[config.mk]
export PLATFORM = sky130hd
export DESIGN_NAME = decoder_5bit_flat
export DESIGN_NICKNAME = d
export VERILOG_FILES = /design/src/rtl/decoder_5bit_if.sv /design/src/rtl/decoder_5bit.sv /design/src/flat_wrapper.sv
export SDC_FILE = /design/constraint.sdc
export NUM_CORES = 1
export LEC_CHECK = 0
export CAP_MARGIN = 5
export CORE_AREA = 2 2 39 41
export DETAILED_ROUTE_END_ITERATION = 6
export DIE_AREA = 0 0 41 43
export PLACE_DENSITY_LB_ADDON = 0.08
export SETUP_SLACK_MARGIN = 0.2
export SLEW_MARGIN = 20
export SYNTH_ARGS = -nofsm -noshare
export SYNTH_HDL_FRONTEND = slang
export SYNTH_SLANG_ARGS = --single-unit
[constraint.sdc]
create_clock -name vclk -period 2.6
set_clock_uncertainty 0.05 [all_clocks]
set_input_delay 0.52 -clock vclk [all_inputs]
set_output_delay 0.52 -clock vclk [all_outputs]
set_load 0.02 [all_outputs]
[src/rtl/decoder_5bit_if.sv]
// ============================================================================
// Module  : decoder_5bit_if
// Brief   : Address/enable in, one-hot select/valid out for decoder_5bit.
// Revision: 1.0
// ============================================================================
`default_nettype none

interface decoder_5bit_if;
    logic [5:1]  in;
    logic        en;
    logic [32:1] out;
    logic        valid;

    modport master (
        output in,
        output en,
        input  out,
        input  valid
    );

    modport slave (
        input  in,
        input  en,
        output out,
        output valid
    );
endinterface

`default_nettype wire

[src/rtl/decoder_5bit.sv]
// ============================================================================
// Module  : decoder_5bit
// Brief   : 5-to-32 one-hot register-select decoder with enable and valid.
//           Define DECODER_5BIT_REG_OUT_EN to register the outputs (1 cycle).
// Revision: 1.0
// ============================================================================
`default_nettype none

module decoder_5bit (
    input  wire            clk,
    input  wire            rst_n,
    decoder_5bit_if.slave  bus
);

    logic [32:1] d;

    // Line j is selected by address j-1; X on the address stays X on the lines.
    for (genvar j = 1; j <= 32; j++) begin : g_line
        assign d[j] = bus.en & (bus.in == 5'(j - 1));
    end

`ifdef DECODER_5BIT_REG_OUT_EN
    logic [32:1] out_q;
    logic        valid_q;

    always_ff @(posedge clk or negedge rst_n) begin
        if (!rst_n) begin
            out_q   <= '0;
            valid_q <= 1'b0;
        end else begin
            out_q   <= d;
            valid_q <= bus.en;
        end
    end

    assign bus.out   = out_q;
    assign bus.valid = valid_q;
`else
    logic unused_clk_rst;
    assign unused_clk_rst = clk ^ rst_n;

    assign bus.out   = d;
    assign bus.valid = bus.en;
`endif

endmodule

`default_nettype wire

[src/flat_wrapper.sv]
// flat-port wrapper written by rule: the top's interface ports become plain ports
module decoder_5bit_flat 
  (clk, rst_n, bus_in, bus_en, bus_out, bus_valid);
  decoder_5bit_if bus_i ();
  input  wire clk;
  input  wire rst_n;
  input wire logic [$bits(bus_i.in)-1:0] bus_in;
  input wire logic [$bits(bus_i.en)-1:0] bus_en;
  output wire logic [$bits(bus_i.out)-1:0] bus_out;
  output wire logic [$bits(bus_i.valid)-1:0] bus_valid;
  assign bus_i.in = bus_in;
  assign bus_i.en = bus_en;
  assign bus_out = bus_i.out;
  assign bus_valid = bus_i.valid;
  decoder_5bit u_core (.clk(clk), .rst_n(rst_n), .bus(bus_i));
endmodule
== Word level (Yosys, flattened, before mapping) ==
Cells that the tools add are included.

* Bits in registers: 0
* Input bits: 8
* Output and inout port bits: 33
* Word-level logic and storage cells: 64

* Equality and inequality tests: 31
* Bitwise operators: 32
* Reduce and logical (&&, ||, !) cells: 1

{| class="wikitable"
|+ Operator list
! cell !! count
|-
| $eq 5x5->1 const B || 16
|-
| $eq 5x4->1 const B || 8
|-
| $and 1x1->1 || 32
|-
| $eq 5x3->1 const B || 4
|-
| $eq 5x2->1 const B || 2
|-
| $eq 5x1->1 const B || 1
|-
| $logic_not 5->1 || 1
|}

== Longest topological paths before layout ==
* Word-level depth: 2
* Gate-level depth with buffers: 3
* Depth with buffers taken out: 2

== Least setup slack after synthesis ==
OpenSTA, ideal clock, no wires.

* Path kind: input-to-output
* Start point: input bus_in[1]
* End point: output bus_out[12]
* Data arrival time: 1.521 ns
* Required time: 2.030 ns
* Setup slack: 0.509 ns
* Stages on the path: 3
* Buffers on the path: 1
* Path through: buf_2 -> or4b_4 -> nor2_1

* Word-level cells in the longest chain between the ends: 2

{| class="wikitable"
|+ RTL lines
! item !! RTL line !! text
|-
| from (decl) || flat_wrapper.sv:7 || <nowiki>input wire logic [$bits(bus_i.in)-1:0] bus_in;</nowiki>
|-
| $eq 5x4->1 || decoder_5bit.sv:19 || <nowiki>assign d[j] = bus.en & (bus.in == 5'(j - 1));</nowiki>
|-
| $and 1x1->1 || decoder_5bit.sv:19 ||
|-
| to (decl) || flat_wrapper.sv:9 || <nowiki>output wire logic [$bits(bus_i.out)-1:0] bus_out;</nowiki>
|}

No other way between the ends.

== Worst setup path in the final report ==
* Start point: input bus_in[0]
* End point: output bus_out[0]

* Word-level cells in the longest chain between the ends: 2

{| class="wikitable"
|+ RTL lines
! item !! RTL line
|-
| $logic_not 5->1 || decoder_5bit.sv:19
|-
| $and 1x1->1 || decoder_5bit.sv:19
|}

No other way between the ends.

==> summary by stage <==
Run status
The flow ran to the end, and the final reports show no timing, DRC or antenna violations.

Layout
The final cell utilization of the core is 0.520. The number of nets in the final layout is 108. Compared with the post-synthesis result, the final layout area differs by 165%. Counting the clock-network buffers in the layout gives 0. The footprint of the flip-flops and latches is 0 sq um. The repair_antennas step left the layout with diodes totalling 0.

In the final layout, the share of cells above drive strength 1 is 0.418. The final sequential cell count is 0.

STA
In the finished design, the share of the clock period the worst path needs comes to 0.919. The count of pins over their slew limit is 0. The hold violation count in the final report came to 0. Setup repair after global routing could not meet its margin everywhere. The pin slew with the least headroom to its limit is 206 ps. The worst slew slack as a fraction of its limit is 0.862.

The worst hold slack after final layout is 1580 ps. The total negative slack is 0 ps. The smallest setup slack after layout is 210 ps. The number of setup violations in the final report is 0. For the finished layout, the period the worst path requires is 2390 ps. Static timing analysis puts the maximum clock frequency at 418 MHz.

Yosys
The leading area contributor after synthesis is nor2_1. The gate count after technology mapping is 51. Yosys printed 0 warnings.

The post-synthesis cell area is 272 sq um. The number of nets produced by synthesis is 59. Each instance of the synthesized netlist takes up on average 5.32 sq um. After synthesis, the cell types taking the most area are nor2_1 (33%), nor3_1 (13%), nand4bb_1 (12%). Counting instances in the post-synthesis netlist gives the leading cell types as nor2_1 (24), nor3_1 (7), nand2b_1 (4).

The share of synthesized area in the top cell type comes to 0.332. The number of library cell types mapped by synthesis is 12. The most frequently used cell type in the post-synthesis netlist is nor2_1. The proportion of synthesized chip area in sequential cells is 0.

Route
In the routed design, unresolved DRC markers number 0. The iteration count of the initial detailed-routing pass is 4. The violation count after the first detailed-route iteration is 6.

The highest layer touched by signal routing is met3. The met2 wire length is 578 um. The ratio of routed vias to standard cells is 4.65.

The remaining antenna violation count is 0. In the final routing, the length of wire on met1 measures 595 um. Wire segments on met3 add up to 81 um in the final route. Dividing the detail-routed wire length by the instance count gives 11.0 um. For this block, the routed nets add up to 1260 um of wire. The routed layout has 530 vias.

Global routing
The first global-routing pass estimated 1900 um of wire. The maximum number of pins on one net before global-route repair is 11. The number of antenna violations at the first check in global routing was 0. Global routing finished with a remaining overflow of 0.

The via count of the first global-routing pass came to 454. Across every metal layer, demand over resource in global routing totals 0.143.

Place
At the end of routability-driven placement, the weighted congestion stood at 0.693. Input and output buffers added on the ports amount to 39. The post-detailed-placement half-perimeter wirelength is 932 um.

The worst setup timing slack at the placement stage is -255 ps.

Floorplanning
The floorplan step set the die height to 43 um. The number of placement rows is 14. The effective utilization at floorplan is 0.196. The floorplan core area is 1380 sq um. The width of the die is 41 um. The boundary pin count is 41. The die covers 1760 sq um.

Power and ir drop
The worst IR drop on VDD is 0.0000496 V. Dividing total power by cell area gives a power density of 95.5 nW/um^2. The leakage power total is 0.333 nW.

Critical path
Traced cell by cell, the critical path runs through clkdlybuf4s50_1 -> or4b_4 -> nor3_2 -> clkbuf_2. Of all nets on the critical path, the largest fanout is 4. The worst setup path is of the primary input to output port kind. The worst setup path is captured at an output port. Data on the critical path arrives at its endpoint at 1820 ps. The largest single stage delay on the critical path is 540 ps.

The worst setup path is launched from a primary input. The most critical setup path has its endpoint at bus_out[0]. STA puts the critical path data required time at 2030 ps. The largest individual stage delay along the critical path comes from the cell or4b_4.

The most critical setup path has its startpoint at bus_in[0].

CTS
The count of hold buffers inserted by post-cts repair is 0.

Flow run
The tool flagged a number of max-cap violations equal to 0.

Worst hold path
The worst hold path class is primary input to output port.
## how the worst min path moves through the flow
stage | start | to | slack [ps] | cells past startpoint
after floorplan | bus_en | bus_valid | 1100 | 1
after global placement | bus_en | bus_valid | 2120 | 3
after detailed placement | bus_en | bus_valid | 2100 | 3
after CTS | bus_in[4] | bus_out[8] | 1590 | 4
after global routing | bus_in[4] | bus_out[0] | 1600 | 4
final | bus_in[4] | bus_out[0] | 1580 | 4
## logic make-up (layout without fill, tap and decap cells)
group,after synthesis,in the layout,share of synthesized area
AND/OR/NAND/NOR,46,46,0.912
buffers and inverters,5,52,0.0875
## layer usage
| layer | vias to the layer above | track usage |
|---|---|---|
| met4 | 0 | 0 |
| met2 | 19 | 0.213 |
| met5 | - | 0 |
| met3 | 0 | 0.00524 |
| met1 | 242 | 0.234 |
| li1 | 269 | - |
## cell usage in the layout, fill, tap and decap left out, drive strengths merged
master,count
dlygate4sd1,1
nand2,2
nor3,8
dlygate4sd2,5
nor2,24
nand4bb,3
clkdlybuf4s15,12
buf,27
nand4,1
or4b,1
nand2b,4
clkbuf,4
clkdlybuf4s50,3
nand4b,3
## power by group
part / leakage, nW / switching (mW) / internal, mW / total (mW)
clock network: 0 / 0 / 0 / 0
logic: 0.333 / 0.0362 / 0.0325 / 0.0687
registers: 0 / 0 / 0 / 0
total: 0.333 / 0.0362 / 0.0325 / 0.0687
## stage by stage
stage               std cells  instance area [sq um]  power, mW
floorplan                  51                    272     0.0308
global placement          107                    703     0.0623
detailed placement        107                    703     0.0622
CTS                       112                    714     0.0621
global route              114                    719     0.0741
finish                    114                    719     0.0687
## area by class of cell
class / count / area, sq um
fill: 168 / 664
timing repair buffer: 52 / 412
multi-input combinational: 46 / 288
tap: 16 / 20.0
## repair_timing
item / in CTS / in global routing
setup buffers: 5 / 2
gates resized for setup: 89 / 30
pin swaps: 2 / 3
setup endpoints to repair: 32 / 25
hold endpoints to repair: 0 / 0
## critical path, delay by kind of cell
family,cells,cell delay (ps)
AND/OR/NAND/NOR,2,660
buffers and inverters,2,640
No activity file was read; power rests on OpenSTA's default activity.
